File: src/rtl/mips_mem_arbiter.sv
// mips_mem_arbiter: shares one single-ported word memory between the MIPS32
// instruction-fetch and data ports. It runs one memory transaction at a time,
// registers read data back to the winning port and aborts accesses that the
// memory never answers (optional timeout).
module mips_mem_arbiter #(
    parameter int DATA_BURST_MAX = 4,   // data grants allowed while a fetch waits (>=1)
    parameter int TIMEOUT_CYCLES = 255  // access cycles before abort; 0 disables
) (
    input  logic        clock,
    input  logic        reset_n,
    input  logic        InstMem_Read,
    input  logic [29:0] InstMem_Address,
    output logic [31:0] InstMem_In,
    output logic        InstMem_Ready,
    input  logic        DataMem_Read,
    input  logic [3:0]  DataMem_Write,
    input  logic [29:0] DataMem_Address,
    input  logic [31:0] DataMem_Out,
    output logic [31:0] DataMem_In,
    output logic        DataMem_Ready,
    output logic [29:0] Mem_Address,
    output logic        Mem_Read,
    output logic [3:0]  Mem_Write,
    output logic [31:0] Mem_WriteData,
    input  logic [31:0] Mem_ReadData,
    input  logic        Mem_Ready,
    output logic        Bus_Error
);

    localparam int BW       = (DATA_BURST_MAX > 0) ? $clog2(DATA_BURST_MAX + 1) : 1;
    localparam int TMO_LAST = (TIMEOUT_CYCLES > 0) ? TIMEOUT_CYCLES - 1 : 0;
    localparam int TW       = (TMO_LAST > 0) ? $clog2(TMO_LAST + 1) : 1;
    localparam bit TMO_EN   = (TIMEOUT_CYCLES != 0);
    localparam logic [BW-1:0] BURST_LIMIT = BW'(DATA_BURST_MAX);
    localparam logic [TW-1:0] TMO_LIMIT   = TW'(TMO_LAST);

    typedef enum logic [1:0] {
        S_IDLE     = 2'd0,
        S_INST_ACC = 2'd1,
        S_DATA_ACC = 2'd2,
        S_RESP     = 2'd3
    } state_t;

    state_t          r_state;
    state_t          w_state_next;
    logic [BW-1:0]   r_burst_cnt;
    logic [TW-1:0]   r_tmo_cnt;
    logic [31:0]     r_inst_in;
    logic [31:0]     r_data_in;
    logic            r_inst_ready;
    logic            r_data_ready;
    logic            r_bus_error;
    logic [29:0]     r_mem_addr;
    logic            r_mem_read;
    logic [3:0]      r_mem_write;
    logic [31:0]     r_mem_wdata;

    logic w_inst_req;
    logic w_data_req;
    logic w_data_wr;
    logic w_grant_data;
    logic w_grant_inst;
    logic w_in_acc;
    logic w_timeout;
    logic w_acc_done;

    // A write enable on the data port makes the request a write, even if DataMem_Read is also set.
    assign w_inst_req   = InstMem_Read;
    assign w_data_wr    = |DataMem_Write;
    assign w_data_req   = DataMem_Read | w_data_wr;
    // Data has priority until it has been granted DATA_BURST_MAX times in a row over a waiting fetch.
    assign w_grant_data = w_data_req & (~w_inst_req | (r_burst_cnt != BURST_LIMIT));
    assign w_grant_inst = w_inst_req & ~w_grant_data;

    assign w_in_acc   = (r_state == S_INST_ACC) || (r_state == S_DATA_ACC);
    assign w_timeout  = TMO_EN && w_in_acc && !Mem_Ready && (r_tmo_cnt == TMO_LIMIT);
    assign w_acc_done = w_in_acc && (Mem_Ready || w_timeout);

    // State register.
    always_ff @(posedge clock or negedge reset_n) begin
        if (!reset_n) begin
            r_state <= S_IDLE;
        end else begin
            r_state <= w_state_next;
        end
    end

    // Next-state logic: IDLE -> ACC -> RESP -> IDLE, one transaction at a time.
    always_comb begin
        w_state_next = r_state;
        case (r_state)
            S_IDLE: begin
                if (w_grant_data) begin
                    w_state_next = S_DATA_ACC;
                end else if (w_grant_inst) begin
                    w_state_next = S_INST_ACC;
                end
            end
            S_INST_ACC, S_DATA_ACC: begin
                if (w_acc_done) begin
                    w_state_next = S_RESP;
                end
            end
            S_RESP:  w_state_next = S_IDLE;
            default: w_state_next = S_IDLE;
        endcase
    end

    // Burst counter: counts consecutive data grants made while a fetch is waiting.
    always_ff @(posedge clock or negedge reset_n) begin
        if (!reset_n) begin
            r_burst_cnt <= '0;
        end else if (r_state == S_IDLE) begin
            if (!w_inst_req || w_grant_inst) begin
                r_burst_cnt <= '0;
            end else if (w_grant_data) begin
                r_burst_cnt <= r_burst_cnt + 1'b1;
            end
        end
    end

    // Memory strobes, timeout count, read-data capture and the one-cycle Ready/Bus_Error pulses.
    always_ff @(posedge clock or negedge reset_n) begin
        if (!reset_n) begin
            r_tmo_cnt    <= '0;
            r_inst_in    <= '0;
            r_data_in    <= '0;
            r_inst_ready <= 1'b0;
            r_data_ready <= 1'b0;
            r_bus_error  <= 1'b0;
            r_mem_addr   <= '0;
            r_mem_read   <= 1'b0;
            r_mem_write  <= '0;
            r_mem_wdata  <= '0;
        end else begin
            r_inst_ready <= 1'b0;
            r_data_ready <= 1'b0;
            r_bus_error  <= 1'b0;
            case (r_state)
                S_IDLE: begin
                    r_tmo_cnt <= '0;
                    if (w_grant_data) begin
                        r_mem_addr  <= DataMem_Address;
                        r_mem_read  <= ~w_data_wr;
                        r_mem_write <= DataMem_Write;   // all zero for a read
                        if (w_data_wr) begin
                            r_mem_wdata <= DataMem_Out;
                        end
                    end else if (w_grant_inst) begin
                        r_mem_addr  <= InstMem_Address;
                        r_mem_read  <= 1'b1;
                        r_mem_write <= '0;
                    end
                end
                S_INST_ACC, S_DATA_ACC: begin
                    if (w_acc_done) begin
                        r_mem_read   <= 1'b0;
                        r_mem_write  <= '0;
                        r_inst_ready <= (r_state == S_INST_ACC);
                        r_data_ready <= (r_state == S_DATA_ACC);
                        r_bus_error  <= !Mem_Ready;     // finishing without Mem_Ready means timeout
                        if (r_mem_read) begin
                            if (r_state == S_INST_ACC) begin
                                r_inst_in <= Mem_Ready ? Mem_ReadData : 32'h0;
                            end else begin
                                r_data_in <= Mem_Ready ? Mem_ReadData : 32'h0;
                            end
                        end
                    end else if (TMO_EN) begin
                        r_tmo_cnt <= r_tmo_cnt + 1'b1;
                    end
                end
                default: ;
            endcase
        end
    end

    assign InstMem_In    = r_inst_in;
    assign InstMem_Ready = r_inst_ready;
    assign DataMem_In    = r_data_in;
    assign DataMem_Ready = r_data_ready;
    assign Mem_Address   = r_mem_addr;
    assign Mem_Read      = r_mem_read;
    assign Mem_Write     = r_mem_write;
    assign Mem_WriteData = r_mem_wdata;
    assign Bus_Error     = r_bus_error;

endmodule

File: config.mk
export PLATFORM = sky130hd
export DESIGN_NAME = mips_mem_arbiter
export DESIGN_NICKNAME = d
export VERILOG_FILES = /design/src/rtl/mips_mem_arbiter.sv
export SDC_FILE = /design/constraint.sdc
export NUM_CORES = 1
export LEC_CHECK = 0
export CAP_MARGIN = 40
export CORE_MARGIN = 2
export CORE_UTILIZATION = 43
export CTS_BUF_LIST = sky130_fd_sc_hd__clkbuf_8
export DETAILED_ROUTE_END_ITERATION = 16
export HOLD_SLACK_MARGIN = 0.06
export PLACE_DENSITY = 0.84
export SYNTH_ARGS = -nofsm -noshare
export SYNTH_HDL_FRONTEND = slang
export SYNTH_SLANG_ARGS = --single-unit
File: constraint.sdc
create_clock -name clock -period 2.7 [get_ports clock]
set_input_delay 0.54 -clock clock [delete_from_list [all_inputs] [get_ports clock]]
set_output_delay 0.54 -clock clock [all_outputs]
set_load 0.01 [all_outputs]
==> reports/metrics.csv, run 1 <==
stage,metric,value,unit
synth,Post-synth ARST share,100.0,%
clocking,hold_buf cts,1,
die,die width,121.4,um
timing,RSZ-0062 raised after global routing,no,
synth,synth warn,0,
setup_path,worst setup path start,DataMem_Write[2],
timing,period utilization,76.66,%
setup_path,Critical Path RT,3020,ps
flow_run,maxcap violations,0,
synth,library cells used by synthesis,43,
clocking,number of CTS-inserted buffers,17,
global_routing,first-pass GRT wire length,26.72,mm
min_path,class of the worst hold path,reg -> reg,
placed_design,I/O Buffers,266,
timing,max-slew violations,0,
die,die area,14730,um^2
timing,setup TNS,0,ps
synth,Post-synth EDFFs,0,
clocking,post_cts resized,0,
final_layout,area grow syn2layout,55.83,%
global_routing,initial antenna violation count,0,
pwr,pwr/cell area,1112,nW/um^2
final_layout,NumNets Final,858,
die,Core Area,13350,um^2
timing,final hold violations,0,
pwr,Net Sw Power,0.003487,W
pwr,sw frac,33.98,%
drt,total iterations of the first detailed-routing run,4,
global_routing,total grt overflow,0,
min_path,Hold Crit Start,Mem_Address[20],
placed_design,DPL Wire Length,12.52,mm
clocking,Worst-Skew Late Latency,440,ps
clocking,Worst-path clk slew,80,ps
clocking,Clock Tree Buf Depth,2,
pwr,cell leakage power,4.225,nW
die,initial cell density of the core,44.38,%
min_path,worst hold endpoint,Mem_Address[20],
setup_path,Worst R2R End,r_tmo_cnt[6],
synth,Synth Cell Area,5923,um^2
final_layout,antenna cells,0,
global_routing,met1 usage,27.61,%
setup_path,Reg2Reg Depth,6,
synth,syn_area_per_cell,13.22,um^2
global_routing,vias in the first global route,5021,
pwr,Comb power frac,46.9,%
pwr,overall power,0.01026,W
clocking,clk root buf,clkbuf_8,
setup_path,R2R Setup Slk,650,ps
die,num ports,267,
drt,Antenna Violating Nets Remaining,0,
timing,clock skew,9.502,ps
drt,DRT iter0 DRCs,253,
timing,Slew @ Worst Pin,445.0,ps
pwr,Max VDD drop,0.0005640,V
die,Rows,42,
min_path,Hold Crit Depth,2,
drt,vias per cell,5.301,
outcome,outcome,finished clean,
clocking,number of buffers added for setup after CTS,0,
global_routing,GR met2 Demand/Resource,41.64,%
pwr,Int Power,0.006775,W
synth,Post-Synthesis Cells,448,
clocking,H-Tree Depth,4,
setup_path,Critical Path Source Type,input pin,
synth,ys flop type,dfrtp_1,
timing,Slew HR,70.34,%
setup_path,Crit Path Max Fanout,32,
clocking,TritonCTS clock tree,built,
global_routing,all-layer global routing usage,23.86,%
setup_path,reg-to-reg startpoint,r_state[0],
drt,wire length per cell,19.07,um
synth,post-synth net total,589,
timing,Finish-stage setup viols,0,
die,Die H,121.4,um
final_layout,fraction of layout cells with a size suffix above 1,11.23,%
global_routing,GR peak layer,met2,
placed_design,Placer Congestion,0.7590,
pwr,sequential share of power,36.7,%
global_routing,met3 Resource Use GR,8.929,%
global_routing,pin count of the biggest net entering global routing,69,
drt,routed wire length,17.28,mm
timing,fmax,483.1,MHz
clocking,CTS sink cnt,147,
timing,Final min period,2070,ps
synth,Synth Register Bits,147,
setup_path,critical path class,in -> reg,
drt,via count,4803,
drt,DR DRC count,0,
setup_path,Setup crit end kind,flop,
setup_path,Critical Path AT,2390,ps
synth,"Seq/Total Area, Yosys",62.10,%
pwr,clock network power share,16.4,%
-- flip-flops by register name (all words and copies together) (netlist names), 2 cells and up --
| signal | cells |
|---|---|
| DataMem_In | 32 |
| r_state | 2 |
| InstMem_In | 32 |
| Mem_Write | 4 |
| r_burst_cnt | 3 |
| r_tmo_cnt | 8 |
| Mem_Address | 30 |
| Mem_WriteData | 32 |
-- cells in the mapped netlist, types with 2 or more instances --
library cell / instances / area share [%]
a21oi_1: 2 / 0.17
and3_1: 3 / 0.32
nand3_1: 7 / 0.59
buf_4: 3 / 0.38
nor2_1: 7 / 0.44
nor3_1: 2 / 0.17
mux2_2: 32 / 6.1
clkbuf_1: 19 / 1.2
buf_2: 6 / 0.51
nand4_1: 3 / 0.32
nand2b_1: 2 / 0.21
inv_1: 9 / 0.57
nand2_1: 36 / 2.3
ha_1: 8 / 1.7
o2bb2ai_1: 7 / 1.0
o21ai_0: 31 / 2.6
dfrtp_1: 147 / 62
a22o_1: 68 / 10
mux2i_1: 32 / 5.4
-- worst max path at each step --
stage / to
after floorplan: Mem_WriteData[10]
after global placement: Mem_WriteData[0]
after detailed placement: Mem_WriteData[3]
after CTS: Mem_Read
after global routing: r_tmo_cnt[1]
final: Mem_WriteData[31]
-- final cells by class --
cell class,count,area (um^2)
Sequential cell,147,3679
Clock inverter,13,135.1
Multi-Input combinational cell,264,2095
Fill cell,929,4118
Tap cell,176,220.2
Inverter,9,33.78
Timing Repair Buffer,278,2806
Clock buffer,19,261.5
-- cell usage in the layout, fill, tap and decap left out, types with 3 or more instances in the layout --
master             n
clkbuf_8          19
and3_1             3
nand4_1            3
clkdlybuf4s50_1  265
mux2_2            32
mux2i_1           32
clkinv_2           4
buf_4              7
nand2_1           36
a22o_1            68
clkinv_4           4
nor2_1             7
o2bb2ai_1          7
buf_12             4
nand3_1            7
dfrtp_1          147
inv_1             10
ha_1               8
o21ai_0           31
-- power by group through the flow --
stage | Sequential, W | Combinational (W) | Clock (W)
final | 0.00376 | 0.00481 | 0.00169
after global placement | 0.00372 | 0.00468 | 0
after CTS | 0.00376 | 0.00486 | 0.00174
after detailed placement | 0.00379 | 0.00482 | 0
after global routing | 0.00387 | 0.00517 | 0.00183
after floorplan | 0.00412 | 0.00180 | 0
-- stage by stage --
stage	util, %	hold WS, ps	area [um^2]	setup WS (ps)	cells
after floorplan	-	244.4	5923	747.9	448
after global placement	66.10	460.2	8823	252.8	873
after detailed placement	66.10	472.8	8823	183.3	873
after CTS	69.15	491.8	9230	616.8	906
after global routing	69.15	504.6	9230	505.6	906
final	69.15	484.8	9230	630.1	906
-- cell families after synthesis --
logic type               share of synthesized area (%)
adder cells (fa/ha/maj)                          1.690
AO/OA/AOI/OAI                                    16.03
buffers and inverters                            2.662
flip-flops                                       62.10
AND/OR/NAND/NOR                                  5.725
XOR/XNOR                                        0.2958
multiplexers                                     11.49
-- critical path, cell delays in order --
cell and delay, ps:
clkdlybuf4s50_1 460, or4_4 580, nand3_1 200, buf_12 240
mux2_2 360
-- per-layer routing --
metal | up-vias | wire, um
met4 | 0 | 217
met1 | 2371 | 6831
met5 | - | 0
met2 | 226 | 8769
met3 | 16 | 1457
li1 | 2190 | -
Note: power is estimated with default switching activity, not from simulation.
==> run 2, diff against run 1 <==
--- a/config.mk
+++ b/config.mk
@@ -7,11 +7,11 @@
 export LEC_CHECK = 0
 export CAP_MARGIN = 40
 export CORE_MARGIN = 2
-export CORE_UTILIZATION = 43
+export CORE_UTILIZATION = 39
 export CTS_BUF_LIST = sky130_fd_sc_hd__clkbuf_8
 export DETAILED_ROUTE_END_ITERATION = 16
 export HOLD_SLACK_MARGIN = 0.06
-export PLACE_DENSITY = 0.84
+export PLACE_DENSITY = 0.81
 export SYNTH_ARGS = -nofsm -noshare
 export SYNTH_HDL_FRONTEND = slang
 export SYNTH_SLANG_ARGS = --single-unit
==> constraint.sdc (replaced) <==
create_clock -name clock -period 1.85 [get_ports clock]
set_input_delay 0.37 -clock clock [delete_from_list [all_inputs] [get_ports clock]]
set_output_delay 0.37 -clock clock [all_outputs]
set_load 0.01 [all_outputs]
==> reports/metrics.csv, run 2 (same netlist as run 1, synthesis figures left out) <==
stage,metric,value,unit,change
final_layout,antenna cells,0,,unchanged
clocking,number of CTS-inserted buffers,17,,unchanged
final_layout,fraction of layout cells with a size suffix above 1,14.89,%,was 11.23%
drt,M1 WL,6.986,mm,was 6.831 mm
outcome,outcome,finished clean,,unchanged
die,Die H,127.2,um,was 121.4 um
drt,Antenna Violating Nets Remaining,0,,unchanged
drt,wire length on met2,7.960,mm,was 8.769 mm
global_routing,pin count of the biggest net entering global routing,61,,was 69
timing,clock skew,11.31,ps,was 9.502 ps
placed_design,Placer Congestion,0.8065,,was 0.7590
drt,via count,4835,,was 4803
timing,RSZ-0062 raised after global routing,yes,,was no
timing,Final min period,1825,ps,
die,num ports,267,,unchanged
timing,Slew @ Worst Pin,361.8,ps,was 445.0 ps
setup_path,Crit Path Max Fanout,32,,unchanged
timing,fmax,547.8,MHz,
die,die area,16190,um^2,was 14730 um^2
final_layout,NumNets Final,880,,was 858
drt,metal3 WL,1.328,mm,was 1.457 mm
setup_path,Worst path slowest cell,or4_4,,unchanged
final_layout,fin cells,940,,was 906
final_layout,most frequent cells in the layout,"clkdlybuf4s50_1, dfrtp_1, a22o_1, nand2_1, mux2_2",,"was clkdlybuf4s50_1, dfrtp_1, a22o_1, nand2_1"
global_routing,all-layer global routing usage,20.75,%,was 23.86%
drt,total iterations of the first detailed-routing run,6,,was 4
timing,Finish-stage setup viols,0,,unchanged
timing,period utilization,98.67,%,
drt,vias per cell,5.144,,was 5.301
global_routing,initial antenna violation count,0,,unchanged
setup_path,Reg2Reg Depth,7,,was 6
pwr,pwr/cell area,1590,nW/um^2,was 1112 nW/um^2
die,Core Area,15030,um^2,was 13350 um^2
setup_path,critical path class,in -> reg,,unchanged
pwr,Max VDD drop,0.001008,V,was 0.0005640 V
setup_path,Critical Path AT,2160,ps,was 2390 ps
die,initial cell density of the core,39.40,%,was 44.38%
pwr,overall power,0.01506,W,was 0.01026 W
setup_path,crit-path cells,"clkdlybuf4s50_1, or4_4, nand3_2, buf_12, mux2_2",,"was clkdlybuf4s50_1, or4_4, nand3_1, buf_12, mux2_2"
final_layout,finished layout cell area,9473,um^2,was 9230 um^2
clocking,Clock Tree Buf Depth,2,,unchanged
drt,routed wire length,16.58,mm,was 17.28 mm
clocking,clk root buf,clkbuf_8,,unchanged
clocking,H-Tree Depth,4,,unchanged
setup_path,Setup crit end kind,flop,,unchanged
placed_design,cell area after placement,9046,um^2,was 8823 um^2
clocking,Worst-Skew Late Latency,450,ps,was 440 ps
timing,Slew HR,75.88,%,was 70.34%
placed_design,placed cells,906,,was 873
setup_path,Slowest Stage Delay on Critical Path,590,ps,was 580 ps
setup_path,Critical Path RT,2190,ps,was 3020 ps
die,die width,127.2,um,was 121.4 um
flow_run,maxcap violations,0,,unchanged
global_routing,vias in the first global route,5070,,was 5021
clocking,number of buffers added for setup after CTS,0,,unchanged
global_routing,first-pass GRT wire length,26.23,mm,was 26.72 mm
drt,wire length per cell,17.64,um,was 19.07 um
min_path,class of the worst hold path,in -> async,,was reg -> reg
placed_design,DPL Wire Length,12.09,mm,was 12.52 mm
pwr,cell leakage power,4.341,nW,was 4.225 nW
drt,DR top layer,met4,,unchanged
drt,DRT iter0 DRCs,283,,was 253
timing,final hold violations,0,,unchanged
clocking,TritonCTS clock tree,built,,unchanged
setup_path,Critical Path Source Type,input pin,,unchanged
final_layout,"most common cell after layout, fill and taps aside",clkdlybuf4s50_1,,unchanged
drt,DR DRC count,0,,unchanged
timing,max-slew violations,0,,unchanged
clocking,CTS sink cnt,147,,unchanged
placed_design,I/O Buffers,266,,unchanged
clocking,Worst-path clk slew,90,ps,was 80 ps
die,Rows,45,,was 42
final_layout,post-layout util,63.01,%,was 69.15%
global_routing,total grt overflow,0,,unchanged
timing,hold slack,320.7,ps,was 484.8 ps
final_layout,area grow syn2layout,59.93,%,was 55.83%
-- run 2: cell count changes in the layout (fill, tap and decap cells not counted), moves of 3 or more --
| cell | change |
|---|---|
| clkinv_2 | -3 |
| buf_4 | +17 |
| inv_6 | +3 |
| buf_12 | +4 |
| clkdlybuf4s50_1 | -3 |
| clkinvlp_4 | +4 |
-- run 2: power breakdown --
group	total, W	switching (W)	internal, W
combinational	0.00730	0.00305	0.00425
sequential	0.00547	0.000838	0.00463
clock	0.00229	0.00133	0.000960
-- run 2: worst paths after layout --
kind	start	to	slack, ps
max in group asynchronous	reset_n	Mem_Address[2]	910
max reg2reg	r_burst_cnt[0]	Mem_Address[21]	100
min in group clock	Mem_Address[20]	Mem_Address[20]	480
min reg2reg	Mem_Address[20]	Mem_Address[20]	480
max	DataMem_Write[2]	Mem_WriteData[21]	20
min	reset_n	Bus_Error	320
-- run 2: stage by stage --
stage	TNS, ps	worst slack (ps)
final	0	24.62
after global routing	-6.849	-6.849
after CTS	0	28.24
after detailed placement	-33710	-511.7
after global placement	-27290	-440.0
after floorplan	0	24.63
-- run 2: area by class of cell --
cell class                      count  area [um^2]
Clock buffer                       17        234.0
Clock inverter                     15        126.4
Fill cell                        1121         5560
Inverter                            9        33.78
Multi-Input combinational cell    264         2122
Sequential cell                   147         3679
Tap cell                          188        235.2
Timing Repair Buffer              300         3043
-- run 2: timing repair --
item                                   4_1_cts  5_1_grt
resized for setup                            3        9
endpoints found under the hold margin      105        0
hold buffers                                 1        0
setup endpoints to repair                    9       33
gates cloned                                 0        1
-- run 2: routing by layer --
| layer | vias to the layer above | global-route usage (%) |
|---|---|---|
| met4 | 0 | 7.046 |
| met2 | 224 | 33.62 |
| met1 | 2358 | 25.55 |
| met3 | 22 | 8.124 |
| met5 | - | 0 |
| li1 | 2231 | - |
-- run 2: critical path: cells and delay by family --
kind / cells / cell delay, ps
buffers and inverters: 2 / 680
and+or+nand+nor: 2 / 730
muxes: 1 / 360
